### src/rtl/shift_seq_ctrl.sv
// shift_seq_ctrl
// Command sequencer for the 8-bit shift register datapath. Takes one command
// at a time over valid/ready. Optionally parallel-loads the register, then
// drives the command's operation code for `count` cycles. Finishes with a
// one-cycle done pulse and a registered snapshot of sr_q.
//
// Ports
//   clk, rst          : clock, asynchronous active-high reset
//   cmd_valid/ready   : command handshake; ready only in IDLE
//   cmd_op/count/load/data/sin : command fields, latched on accept
//   abort             : ends the shift phase after the current cycle
//   sr_op/data/shift_in : drive the shift register's control/data pins
//   sr_q, sr_shift_out  : shift register outputs
//   busy, done, aborted : status; aborted qualifies done
//   result, result_valid : sr_q snapshot taken on the edge ending DONE
//   cap_bits          : serial-out history, one bit per shift cycle
//
// Build option
//   SHIFT_SEQ_CAPTURE_EN : when defined, the cap_bits capture register is
//                          present; otherwise cap_bits is tied to zero.
module shift_seq_ctrl #(
    parameter logic [2:0] OP_HOLD = 3'b000,
    parameter logic [2:0] OP_LOAD = 3'b001
) (
    input  logic        clk,
    input  logic        rst,
    input  logic        cmd_valid,
    output logic        cmd_ready,
    input  logic [2:0]  cmd_op,
    input  logic [3:0]  cmd_count,
    input  logic        cmd_load,
    input  logic [7:0]  cmd_data,
    input  logic        cmd_sin,
    input  logic        abort,
    output logic [2:0]  sr_op,
    output logic [7:0]  sr_data,
    output logic        sr_shift_in,
    input  logic [7:0]  sr_q,
    input  logic        sr_shift_out,
    output logic        busy,
    output logic        done,
    output logic        aborted,
    output logic [7:0]  result,
    output logic        result_valid,
    output logic [15:0] cap_bits
);

    typedef enum logic [1:0] {S_IDLE, S_LOAD, S_SHIFT, S_DONE} state_t;

    state_t     state, state_nxt;
    logic [2:0] op_q;
    logic [3:0] cnt_q;
    logic [3:0] rem_q;
    logic [7:0] data_q;
    logic       sin_q;
    logic       abort_q;
    logic       accept;

    // Accept is qualified by !rst so cmd_ready reads 0 while reset is held.
    assign accept  = (state == S_IDLE) && cmd_valid && !rst;
    assign sr_data = data_q;

    always_comb begin
        state_nxt   = state;
        cmd_ready   = 1'b0;
        busy        = 1'b1;
        done        = 1'b0;
        aborted     = 1'b0;
        sr_op       = OP_HOLD;
        sr_shift_in = 1'b0;
        case (state)
            S_IDLE: begin
                cmd_ready = !rst;
                busy      = 1'b0;
                if (accept)
                    state_nxt = cmd_load ? S_LOAD :
                                (cmd_count != 4'd0) ? S_SHIFT : S_DONE;
            end
            S_LOAD: begin
                sr_op     = OP_LOAD;
                state_nxt = (cnt_q != 4'd0) ? S_SHIFT : S_DONE;
            end
            S_SHIFT: begin
                sr_op       = op_q;
                sr_shift_in = sin_q;
                // rem_q counts the cycles left including this one
                if (abort || rem_q == 4'd1)
                    state_nxt = S_DONE;
            end
            S_DONE: begin
                done      = 1'b1;
                aborted   = abort_q;
                state_nxt = S_IDLE;
            end
            default: state_nxt = S_IDLE;
        endcase
    end

    always_ff @(posedge clk or posedge rst) begin
        if (rst) begin
            state        <= S_IDLE;
            op_q         <= 3'd0;
            cnt_q        <= 4'd0;
            rem_q        <= 4'd0;
            data_q       <= 8'd0;
            sin_q        <= 1'b0;
            abort_q      <= 1'b0;
            result       <= 8'd0;
            result_valid <= 1'b0;
        end else begin
            state <= state_nxt;
            if (accept) begin
                op_q         <= cmd_op;
                cnt_q        <= cmd_count;
                data_q       <= cmd_data;
                sin_q        <= cmd_sin;
                abort_q      <= 1'b0;
                result_valid <= 1'b0;
            end
            // Remaining counter: loaded on SHIFT entry from whichever count
            // is current (the input when coming from IDLE, the latch after LOAD).
            if (state != S_SHIFT && state_nxt == S_SHIFT)
                rem_q <= (state == S_IDLE) ? cmd_count : cnt_q;
            else if (state == S_SHIFT)
                rem_q <= rem_q - 4'd1;
            if (state == S_SHIFT && abort)
                abort_q <= 1'b1;
            if (state == S_DONE) begin
                result       <= sr_q;
                result_valid <= 1'b1;
            end
        end
    end

`ifdef SHIFT_SEQ_CAPTURE_EN
    always_ff @(posedge clk or posedge rst) begin
        if (rst)
            cap_bits <= 16'h0000;
        else if (accept)
            cap_bits <= 16'h0000;
        else if (state == S_SHIFT)
            cap_bits <= {cap_bits[14:0], sr_shift_out};
    end
`else
    logic unused_shift_out;
    assign unused_shift_out = sr_shift_out;
    assign cap_bits         = 16'h0000;
`endif

endmodule
### config.mk
export PLATFORM = sky130hd
export DESIGN_NAME = shift_seq_ctrl
export DESIGN_NICKNAME = d
export VERILOG_FILES = /design/src/rtl/shift_seq_ctrl.sv
export SDC_FILE = /design/constraint.sdc
export NUM_CORES = 1
export LEC_CHECK = 0
export ABC_AREA = 0
export ABC_CLOCK_PERIOD_IN_PS = 4900
export CAP_MARGIN = 10
export CORE_MARGIN = 3
export CORE_UTILIZATION = 35
export CTS_CLUSTER_SIZE = 24
export DETAILED_ROUTE_END_ITERATION = 10
export DONT_BUFFER_PORTS = 1
export GPL_TIMING_DRIVEN = 0
export PLACE_DENSITY = 0.52
export SLEW_MARGIN = 30
export SYNTH_ARGS = -nofsm -noshare
export SYNTH_HDL_FRONTEND = slang
export SYNTH_SLANG_ARGS = --single-unit
### constraint.sdc
create_clock -name clk -period 4.9 [get_ports clk]
set_input_delay 0.735 -clock clk [delete_from_list [all_inputs] [get_ports clk]]
set_output_delay 0.735 -clock clk [all_outputs]
set_load 0.005 [all_outputs]
---- Yosys cells after proc, flatten, opt, wreduce, memory -nomap -nowiden ----
Index checks and enable logic that the tools add are counted.
storage, ports and cells
  register bits ........................... 32
  bits of input ports ..................... 30
  output and inout port bits .............. 41
  logic and storage cells ................. 46
operators by class
  $add $sub $neg .......................... 1
  equality and inequality tests ........... 6
  mux-type cells .......................... 18
  reduce and logical (&&, ||, !) cells .... 12
operators by type and width
  kind                                              count
  two-way mux 4 bit                                 3
  two-way mux 1 bit                                 10
  case mux 2 bit (4 select lines)                   1
  nonzero test 4 bit                                2
  == test 2 bit, second input constant              3
  two-way mux 2 bit                                 3
  case mux 3 bit (2 select lines)                   1
  nonzero test 2 bit                                3
  == test 4 x 1 -> 1 bit, second input constant     1
  logical AND 1 bit                                 4
  subtractor 4 x 1 -> 4 bit, second input constant  1
  == test 2 x 1 -> 1 bit, second input constant     1
  zero test 2 bit                                   1
  != test 2 bit, second input constant              1
  zero test 1 bit                                   1
  logical OR 1 bit                                  1

---- Longest topological paths before layout ----
Gate-level depths: netlist of run 1.
  word-level depth ........................ 8
  gate-level depth with buffers ........... 9
  depth with buffers taken out ............ 7

---- Worst setup path before layout of run 1 ----
Ideal clock, no wire load.
  path type ............................... reg-to-output
  start ................................... register state[0]
  end ..................................... output port sr_op[0]
  arrival ................................. 1.178 ns
  data required time ...................... 4.165 ns
  setup slack ............................. 2.987 ns
  stages on the path, launching flop included .. 6
  buffers on the path ..................... 1
  cells stage by stage .................... dfrtp_1 -> inv_1 -> ha_1 -> clkbuf_1 -> a21oi_1 -> nor2b_1
on the way
  longest elaborated chain between the ends .. 2
  elaborated cells between the ends (all ways) .. 3
  those cells by class .................... eq/ne (2); mux (1)
ends and longest elaborated chain
  what                                                     line  source
  from (decl)                                              50    state_t state, state_nxt;
  from (signal assigned)                                   111   state <= state_nxt;
  == test 2 bit or == test 2 x 1 -> 1 bit (tied branches)  71    case (state)
  case mux 3 bit (2 select lines) *                        71
  to (decl)                                                35    output logic [2:0] sr_op,
Mark *: on every way between the ends. The rest lies on a longest branch, timed or not.

---- Worst setup path in the final report of run 1 ----
Ends and elaborated chain as after synthesis.

==> results.yml, run 1 <==
synthesis:
  synth_cell_types: 35
  synth_edf_count: 0
  synth_warnings: 0
  ys_seq_area_share_pct: 47.34
  ys_seq_elements: 32
  async_reset_ff_share_pct: 100.0
  synth_ff_type: "dfrtp_1"
  synthCells: 133
  netlist_area_um2: 1692
  syn_avg_cell_area_um2: 12.72
floorplanning:
  rows: 24
  start_util_pct: 37.56
  io_pins: 71
  dieArea_um2: 5703
  die_height_um: 75.52
  core_area_um2: 4504
  dieWidth_um: 75.52
timing:
  finalCritPeriodShare_pct: 51.21
  finalSetupTns_ns: 0
  slew_viol_final: 0
  skew_ns: 0.003804
  setup_slack_ns: 2.391
  max_freq_mhz: 398.5
  finalCriticalPeriod_ns: 2.509
  setup_violations: 0
  worstMarginPinSlew_ns: 0.6658
  rsz0062_at_grt: "no"
  hold_viol_final: 0
  relSlewSlack_pct: 55.55
setup_path:
  crit_type: "register to output port"
  r2r_slack_ns: 2.97
  worstPathCellList: "inv_1 -> ha_1 -> clkbuf_1 -> a21oi_1 -> nor2b_1"
  critPathArrivalTime_ns: 1.77
  crit_path_max_incr_delay_ns: 0.42
  crit_buf_inv: 2
  end_kind: "output port"
  cp_top_family: "buffers and inverters"
  cp_slowest_cell: "dfrtp_1"
  startpoint_type: "register"
  critPathMaxFanout: 10
  crit_required_ns: 4.16
power_and_ir_drop:
  finalPower_uw: 1247
  ir_drop_uv: 289.7
  power_density_nw_per_um2: 654.6
  p_leak_uw: 0.0009023
placed_design:
  dpl_worst_slack_ns: 2.689
  dp_hpwl_um: 2563
  port_buffers: 0
  gp_congestion: 0.7206
clock_tree:
  cts_buffer_depth: 2
  cts_max_level: 2
  tritoncts: "done"
  post_cts_buffers: 0
  worstSkewPairLatency_ns: 0.28
  numCtsBuffers: 5
  clock-sinks: 32
  holdBufCountCts: 0
  cts-root-buf: "clkbuf_8"
  path_clk_slew_ns: 0.07
  cts_resized: 0
global_routing:
  gr-total-overflow: 0
  grt_pass1_wl_um: 5181
  antenna_found_initial: 0
  grt_max_degree: 33
  grtUsageTotal_pct: 12.35
  grt_pass1_vias: 1086
route:
  num_vias: 1010
  wl_per_cell_um: 15.69
  routed_wl_um: 3264
  antenna_left: 0
  drtIter0Drc: 29
  viasPerCell: 4.856
  firstDrtPassIters: 2
  drc: 0
run:
  drv_cap: 0
finish:
  area_delta_synth_final_pct: 12.65
  num_antenna_cells: 0
  most-common-layout-cells: "32 x dfrtp_1, 24 x mux2_2, 16 x buf_4, 16 x conb_1"
  drive_above_1_share_pct: 37.82
  finalNetCount: 192
  layout_commonest_cell: "dfrtp_1"
hold_path:
  min_path_type: "primary input to async pin"
run_status:
  status: "finished, final reports clean"
power breakdown:
part	internal (uW)	switching [uW]	leakage [uW]
Sequential	404	101	0.000377
Clock	112	91.7	0.0000510
Combinational	279	260	0.000475
cell type report:
type                       count  area [um2]
multi-input combinational     87       758.2
clock buffer                   6       82.58
sequential                    32       800.8
inverter                       8       30.03
tap                           52       65.06
clock inverter                 2       10.01
fill                         438        2599
buffer                        21       158.9
cell families (layout without fill, tap and decap cells):
group / count (synthesis) / count (layout) / share of synthesized area [%]
xor gates and xnor gates: 2 / 2 / 1.036
AOI/OAI and AO/OA: 16 / 16 / 8.655
muxes: 29 / 29 / 18.94
and+or+nand+nor: 17 / 17 / 7.470
DFF: 32 / 32 / 47.34
adders and majority gates: 7 / 7 / 5.177
buffers and inverters: 29 / 37 / 11.17
other: 1 / 16 / 0.2217
final timing paths:
check | start | to | cells after the start
setup / recovery | state[0] | sr_op[0] | 5
hold / removal | rst | state[1] | 1
setup reg to reg | state[0] | rem_q[0] | 9
hold reg to reg | abort_q | abort_q | 1
max in group asynchronous | rst | sr_data[7] | 1
min in group clk | abort_q | abort_q | 1
sequential cells by signal, summed over array words and instances (netlist names):
| signal | flops |
|---|---|
| cnt_q | 4 |
| sr_data | 8 |
| rem_q | 4 |
| op_q | 3 |
| result_valid | 1 |
| result | 8 |
| abort_q | 1 |
| state | 2 |
| sin_q | 1 |
Yosys cell counts, drive strengths merged (2+ instances only):
| master | instances | share of area (%) |
|---|---|---|
| a31o | 2 | 1.0 |
| a21oi | 4 | 1.2 |
| o22ai | 2 | 0.74 |
| xnor2 | 2 | 1.0 |
| nor2 | 2 | 0.44 |
| and2 | 4 | 1.5 |
| ha | 7 | 5.2 |
| inv | 8 | 1.8 |
| buf | 19 | 8.9 |
| mux2i | 5 | 3.0 |
| mux2 | 24 | 16 |
| clkbuf | 2 | 0.44 |
| dfrtp | 32 | 47 |
| nor4 | 2 | 0.74 |
| nand2 | 3 | 1.3 |
| a22o | 2 | 1.6 |
metrics by stage:
step / util [%] / hold slack (ns) / cell area, um2 / cells
final: 42.31 / 0.4302 / 1906 / 208
after global routing: 42.31 / 0.4703 / 1906 / 208
after CTS: 42.31 / 0.4426 / 1906 / 208
after detailed placement: 40.25 / 0.4853 / 1813 / 200
after global placement: 40.25 / 0.4828 / 1813 / 200
after floorplan: - / 0.4583 / 1748 / 148
metal layers:
metal	track usage, %	up-vias	wire (um)
met4	6.019	0	70
met1	13.79	480	1273
met2	19.94	50	1558
met3	5.673	9	361
li1	-	471	-
met5	0	-	0
Power figures use the tool's default switching activity.
==> run 2, diff against run 1 <==
--- a/config.mk
+++ b/config.mk
@@ -6,7 +6,7 @@
 export NUM_CORES = 1
 export LEC_CHECK = 0
 export ABC_AREA = 0
-export ABC_CLOCK_PERIOD_IN_PS = 4900
+export ABC_CLOCK_PERIOD_IN_PS = 2600
 export CAP_MARGIN = 10
 export CORE_MARGIN = 3
 export CORE_UTILIZATION = 35
==> constraint.sdc (replaced) <==
create_clock -name clk -period 2.6 [get_ports clk]
set_input_delay 0.39 -clock clk [delete_from_list [all_inputs] [get_ports clk]]
set_output_delay 0.39 -clock clk [all_outputs]
set_load 0.005 [all_outputs]
==> results of run 2 <==
The final DEF is identical to that of run 1. Status: finished, final reports clean.
Among the figures that moved: setup slack after placement 2.689 ns -> 0.6694 ns; setup slack after layout 2.391 ns -> 0.4359 ns; hold slack 0.4302 ns -> 0.08522 ns; register-to-register setup slack 2.97 ns -> 0.67 ns; total power 1247 uW -> 2351 uW; worst IR drop on VDD 289.7 uV -> 546.0 uV
